## config.mk

```make
export PLATFORM = sky130hd
export DESIGN_NAME = inst_uncached_bridge_flat
export DESIGN_NICKNAME = d
export VERILOG_FILES = /design/src/rtl/inst_uncached_bridge_pkg.sv /design/src/rtl/inst_uncached_bridge_if.sv /design/src/rtl/inst_uncached_bridge.sv /design/src/flat_wrapper.sv
export SDC_FILE = /design/constraint.sdc
export NUM_CORES = 1
export LEC_CHECK = 0
export BUFFER_PORTS_ARGS = -buffer_cell sky130_fd_sc_hd__buf_4
export CAP_MARGIN = 20
export CORE_UTILIZATION = 38
export DETAILED_ROUTE_END_ITERATION = 10
export GPL_TIMING_DRIVEN = 0
export HOLD_SLACK_MARGIN = 0.12
export PLACE_DENSITY = 0.7
export SLEW_MARGIN = 20
export SYNTH_ARGS = -nofsm -noshare
export SYNTH_HDL_FRONTEND = slang
export SYNTH_SLANG_ARGS = --single-unit
export TNS_END_PERCENT = 5
```

## constraint.sdc

```tcl
create_clock -name clk -period 2.3 [get_ports clk]
set_input_delay 0.115 -clock clk [delete_from_list [all_inputs] [get_ports clk]]
set_output_delay 0.115 -clock clk [all_outputs]
set_load 0.05 [all_outputs]
```

## src/rtl/inst_uncached_bridge_pkg.sv

```systemverilog
// Shared CPU types used by the uncached instruction bridge: FSM state encoding
// and the architectural reset fetch address.
package cpu_pkg;
  typedef enum logic [2:0] {IBR_IDLE, IBR_REQ, IBR_WAIT, IBR_DONE, IBR_DROP} ibr_state_e;
  localparam logic [31:0] TEXT_ADDR = 32'hbfc00000;
endpackage

```

## src/rtl/inst_uncached_bridge_if.sv

```systemverilog
// SRAM-like instruction bus between the uncached bridge (master) and the
// AXI/SRAM arbiter (slave).
interface inst_uncached_bridge_if #(
  parameter int ADDR_W = 32,
  parameter int DATA_W = 32
);
  logic              inst_req;
  logic [ADDR_W-1:0] inst_addr;
  logic              inst_addr_ok;
  logic              inst_data_ok;
  logic [DATA_W-1:0] inst_rdata;

  modport master (output inst_req, inst_addr, input inst_addr_ok, inst_data_ok, inst_rdata);
  modport slave  (input inst_req, inst_addr, output inst_addr_ok, inst_data_ok, inst_rdata);
endinterface

```

## src/rtl/inst_uncached_bridge.sv

```systemverilog
// Turns each uncached fetch into a single SRAM-like bus read; one transaction in
// flight, and data belonging to a flushed fetch is swallowed, never returned.
module inst_uncached_bridge
  import cpu_pkg::*;
#(
  parameter int                ADDR_W   = 32,
  parameter int                DATA_W   = 32,
  parameter logic [ADDR_W-1:0] RESET_PC = ADDR_W'(TEXT_ADDR)
) (
  input  logic                  clk,
  input  logic                  reset,
  input  logic [ADDR_W-1:0]     fetchPc,
  input  logic                  fetchReq,
  input  logic                  fetchStall,
  input  logic                  expFlush,
  output logic                  instSramValid,
  output logic [DATA_W-1:0]     instSramData,
  inst_uncached_bridge_if.master bus
);

  ibr_state_e        state, stateNxt;
  logic              reqQ, reqNxt;
  logic [ADDR_W-1:0] addrQ, addrNxt;
  logic              validQ, validNxt;
  logic [DATA_W-1:0] dataQ, dataNxt;

  always_ff @(posedge clk) begin
    if (reset) begin
      state  <= IBR_IDLE;
      reqQ   <= 1'b0;
      addrQ  <= RESET_PC;
      validQ <= 1'b0;
      dataQ  <= '0;
    end else begin
      state  <= stateNxt;
      reqQ   <= reqNxt;
      addrQ  <= addrNxt;
      validQ <= validNxt;
      dataQ  <= dataNxt;
    end
  end

  always_comb begin
    stateNxt = state;
    reqNxt   = reqQ;
    addrNxt  = addrQ;
    validNxt = validQ;
    dataNxt  = dataQ;
    unique case (state)
      IBR_IDLE: begin
        if (fetchReq && !expFlush) begin
          addrNxt  = fetchPc;
          reqNxt   = 1'b1;
          stateNxt = IBR_REQ;
        end
      end
      IBR_REQ: begin
        if (expFlush) begin
          reqNxt = 1'b0;
          // An accepted read still owes us data unless it already came back this cycle.
          stateNxt = (bus.inst_addr_ok && !bus.inst_data_ok) ? IBR_DROP : IBR_IDLE;
        end else if (bus.inst_addr_ok) begin
          reqNxt = 1'b0;
          if (bus.inst_data_ok) begin
            dataNxt  = bus.inst_rdata;
            validNxt = 1'b1;
            stateNxt = IBR_DONE;
          end else begin
            stateNxt = IBR_WAIT;
          end
        end
      end
      IBR_WAIT: begin
        if (expFlush) begin
          stateNxt = bus.inst_data_ok ? IBR_IDLE : IBR_DROP;
        end else if (bus.inst_data_ok) begin
          dataNxt  = bus.inst_rdata;
          validNxt = 1'b1;
          stateNxt = IBR_DONE;
        end
      end
      IBR_DONE: begin
        if (expFlush || !fetchStall) begin
          validNxt = 1'b0;
          stateNxt = IBR_IDLE;
        end
      end
      IBR_DROP: begin
        if (bus.inst_data_ok) stateNxt = IBR_IDLE;
      end
      default: stateNxt = IBR_IDLE;
    endcase
  end

  assign bus.inst_req  = reqQ;
  assign bus.inst_addr = addrQ;
  assign instSramValid = validQ;
  assign instSramData  = dataQ;

  // Read data with nothing in flight means the arbiter lost track of us.
  always_ff @(posedge clk) begin
    if (!reset)
      assert (!(bus.inst_data_ok && (state == IBR_IDLE || state == IBR_DONE)))
        else $error("inst_uncached_bridge: data_ok with no read in flight");
  end

endmodule

```

## src/flat_wrapper.sv

```systemverilog
// flat-port wrapper written by rule: the top's interface ports become plain ports
module inst_uncached_bridge_flat import cpu_pkg::*;
#(
  parameter int                ADDR_W   = 32,
  parameter int                DATA_W   = 32,
  parameter logic [ADDR_W-1:0] RESET_PC = ADDR_W'(TEXT_ADDR)
)
  (clk, reset, fetchPc, fetchReq, fetchStall, expFlush, instSramValid, instSramData, bus_inst_req, bus_inst_addr, bus_inst_addr_ok, bus_inst_data_ok, bus_inst_rdata);
  inst_uncached_bridge_if #(.ADDR_W(ADDR_W), .DATA_W(DATA_W)) bus_i ();
  input  logic clk;
  input  logic reset;
  input  logic [ADDR_W-1:0] fetchPc;
  input  logic fetchReq;
  input  logic fetchStall;
  input  logic expFlush;
  output logic instSramValid;
  output logic [DATA_W-1:0] instSramData;
  output wire logic [$bits(bus_i.inst_req)-1:0] bus_inst_req;
  output wire logic [$bits(bus_i.inst_addr)-1:0] bus_inst_addr;
  input wire logic [$bits(bus_i.inst_addr_ok)-1:0] bus_inst_addr_ok;
  input wire logic [$bits(bus_i.inst_data_ok)-1:0] bus_inst_data_ok;
  input wire logic [$bits(bus_i.inst_rdata)-1:0] bus_inst_rdata;
  assign bus_inst_req = bus_i.inst_req;
  assign bus_inst_addr = bus_i.inst_addr;
  assign bus_i.inst_addr_ok = bus_inst_addr_ok;
  assign bus_i.inst_data_ok = bus_inst_data_ok;
  assign bus_i.inst_rdata = bus_inst_rdata;
  inst_uncached_bridge #(.ADDR_W(ADDR_W), .DATA_W(DATA_W), .RESET_PC(RESET_PC)) u_core (.clk(clk), .reset(reset), .fetchPc(fetchPc), .fetchReq(fetchReq), .fetchStall(fetchStall), .expFlush(expFlush), .instSramValid(instSramValid), .instSramData(instSramData), .bus(bus_i));
endmodule
```

==> impl_metrics.env <==
export IMPL_grt_pass1_vias=2774
export IMPL_synth_xor_area_share=0
export IMPL_worstPathArrival_ns=1.86
export IMPL_ys_seq_area_frac=0.521
export IMPL_cts_tree="yes"
export IMPL_avgSynthCellArea_um2=9.15
export IMPL_cts_repair_resize_count=0
export IMPL_synthAdderAreaFrac=0
export IMPL_hold_buffers=66
export IMPL_slew_limit_headroom=0.630
export IMPL_start_kind="flop"
export IMPL_area_growth_pct=73.4
export IMPL_die_height_um=85.6
export IMPL_crit_fanout=10
export IMPL_slew_violations=0
export IMPL_die_area_um2=7320
export IMPL_met1_usage=0.257
export IMPL_placed_cell_area_um2=3760
export IMPL_met2_usage=0.395
export IMPL_start_util=0.393
export IMPL_cts_clk_slew_worst_paths_ns=0.07
export IMPL_core_um2=6760
export IMPL_clkLatencyLatePin_ns=0.32
export IMPL_synth_compound_area_share=0.0901
export IMPL_place_congestion=0.818
export IMPL_h_tree_depth=3
export IMPL_initialDrtViolationCount=50
export IMPL_mostFrequentLayoutCells="135 x buf_4, 69 x dfxtp_1, 66 x nand2_1, 66 x dlygate4sd3_1, 38 x nor2_1"
export IMPL_numCtsBuffers=9
export IMPL_grt_start_max_net_pins=12
export IMPL_yosysTopAreaCell="dfxtp_1"
export IMPL_min_path_type="in2reg"
export IMPL_required_ns=2.50
export IMPL_muxShareOfSynthArea=0.121
export IMPL_antenna_found_initial=0
export IMPL_synth_top_family_by_area="simple AND/OR/NAND/NOR gates"
export IMPL_end_kind="flop"
export IMPL_place_inst=504
export IMPL_hpwl_um=5010
export IMPL_skew_ns=0.00645
export IMPL_synth_simple_gate_area_frac=0.217
export IMPL_instances_no_fill=585
export IMPL_ys_seq_elements=69
export IMPL_rsz0062_at_grt="no"
export IMPL_min_period_over_period=0.725
export IMPL_routedWlPerCell_um=13.7
export IMPL_p_per_area_nw_per_um2=617
export IMPL_tightest_slew_ns=0.555
export IMPL_dr_pass1_iters=5
export IMPL_io_pins=137
export IMPL_setup_viol=0
export IMPL_syn_nets=361
export IMPL_postLayoutCellArea_um2=4600
export IMPL_setup_tns_ns=0
export IMPL_route_final_wire_length_um=8030
export IMPL_syn_area_um2=2650
export IMPL_period_minus_slack_ns=1.67
export IMPL_syn_inst=290
export IMPL_ant_nets=0
export IMPL_outcome="finished clean"
export IMPL_grt_pass1_wl_um=12800
export IMPL_yosysTopAreaCellShare=0.521
export IMPL_via_count=2730
export IMPL_grtUsageMet3=0.0597
export IMPL_drive_gt1_frac=0.325
export IMPL_synth_ff_type="dfxtp_1"
export IMPL_detail_route_vias_per_cell=4.67
export IMPL_drc=0
export IMPL_rows=30
export IMPL_track_usage=0.221
export IMPL_max_cap_violations=0
export IMPL_portBuffers=134
export IMPL_finalHoldViolations=0
export IMPL_fmax_mhz=600
export IMPL_synthTopCellsByArea="dfxtp_1 52%, mux2i_1 12%, nand2_1 9.3%"
export IMPL_ctsLongestPathBuffers=2
export IMPL_ir_worst_vdd_mv=0.439
export IMPL_nNetsFinal=572
export IMPL_antenna_cells=0
export IMPL_final_common_cell="buf_4"
export IMPL_top_usage_layer="met2"
export IMPL_postCtsSetupRepairBufs=0
export IMPL_cts_sinks=69
export IMPL_synth_edf_count=0
export IMPL_p_leak_nw=2.28
export IMPL_yosys_cell_types_count=32
export IMPL_root_buffer="clkbuf_8"
export IMPL_gr_total_overflow=0
export IMPL_crit_type="reg2reg"
export IMPL_die_w_um=85.6
export IMPL_yosys_warnings=0
export IMPL_async_reset_ff_frac=0
through the flow:
step / setup WS, ns / total power, mW / util / hold WS, ns
CTS: 0.617 / 2.86 / 0.681 / 0.139
floorplan: 0.801 / 1.63 / - / 0.194
global route: 0.498 / 2.96 / 0.681 / 0.173
detailed placement: 0.637 / 1.85 / 0.556 / 0.333
finish: 0.633 / 2.84 / 0.681 / 0.147
global placement: 0.675 / 1.84 / 0.556 / 0.325
sequential cells by signal, indices dropped and copies added, names as in the netlist:
| name | flops |
|---|---|
| u_core.bus.inst_addr | 32 |
| u_core.instSramData | 32 |
| u_core.state | 3 |
| u_core.bus.inst_req | 1 |
| u_core.instSramValid | 1 |
final timing paths:
check	from	to	slack, ns	depth (start not counted)
worst max-delay path	u_core.state[0]	u_core.instSramData[22]	0.63	6
worst min-delay path	bus_inst_addr_ok	u_core.state[1]	0.15	3
worst max register to register	u_core.state[0]	u_core.instSramData[22]	0.63	6
worst min register to register	u_core.bus.inst_addr[21]	u_core.bus.inst_addr[21]	0.46	2
cells by family (layout without fill, tap and decap cells):
logic type             after synthesis  in the layout
AOI/OAI and AO/OA                   36             36
buffers and inverters               23            238
DFF                                 69             69
muxes                               32             32
and+or+nand+nor                    130            130
Yosys cell counts (all sizes together) (2+ instances only):
cell    count
nand3b      9
buf        10
clkbuf     11
nor2b       2
nor2       39
dfxtp      69
nor3        3
inv         2
a21oi      27
mux2i      32
a211oi      2
nand2      66
nand2b      3
where the power goes:
| group | total (mW) | switching [mW] | internal (mW) | leakage, nW |
|---|---|---|---|---|
| Combinational | 0.642 | 0.357 | 0.285 | 1.63 |
| Clock | 0.919 | 0.429 | 0.490 | 0.0919 |
| Sequential | 1.28 | 0.0296 | 1.25 | 0.561 |
| Total | 2.84 | 0.816 | 2.02 | 2.28 |
metal layers:
layer,routed length [µm],part of all wire,up-vias
li1,-,-,1382
met1,3380,0.42,1233
met2,3970,0.49,105
met3,573,0.071,10
met4,99,0.012,0
met5,0,0,-
area by class of cell:
type	count	area (µm²)
buffer	21	130
clock buffer	10	128
clock inverter	5	52.6
fill	536	2160
inverter	2	7.51
multi-input combinational	198	1130
sequential	69	1380
tap	80	100
timing repair buffer	200	1670
critical path: stages (launching register included):
cell      delay (ns)
dfxtp_1         0.32
buf_4           0.16
and3b_2         0.24
o211ai_4        0.33
buf_8           0.21
mux2i_1         0.22
nor2_1          0.06
(Power assumes the default switching activity.)
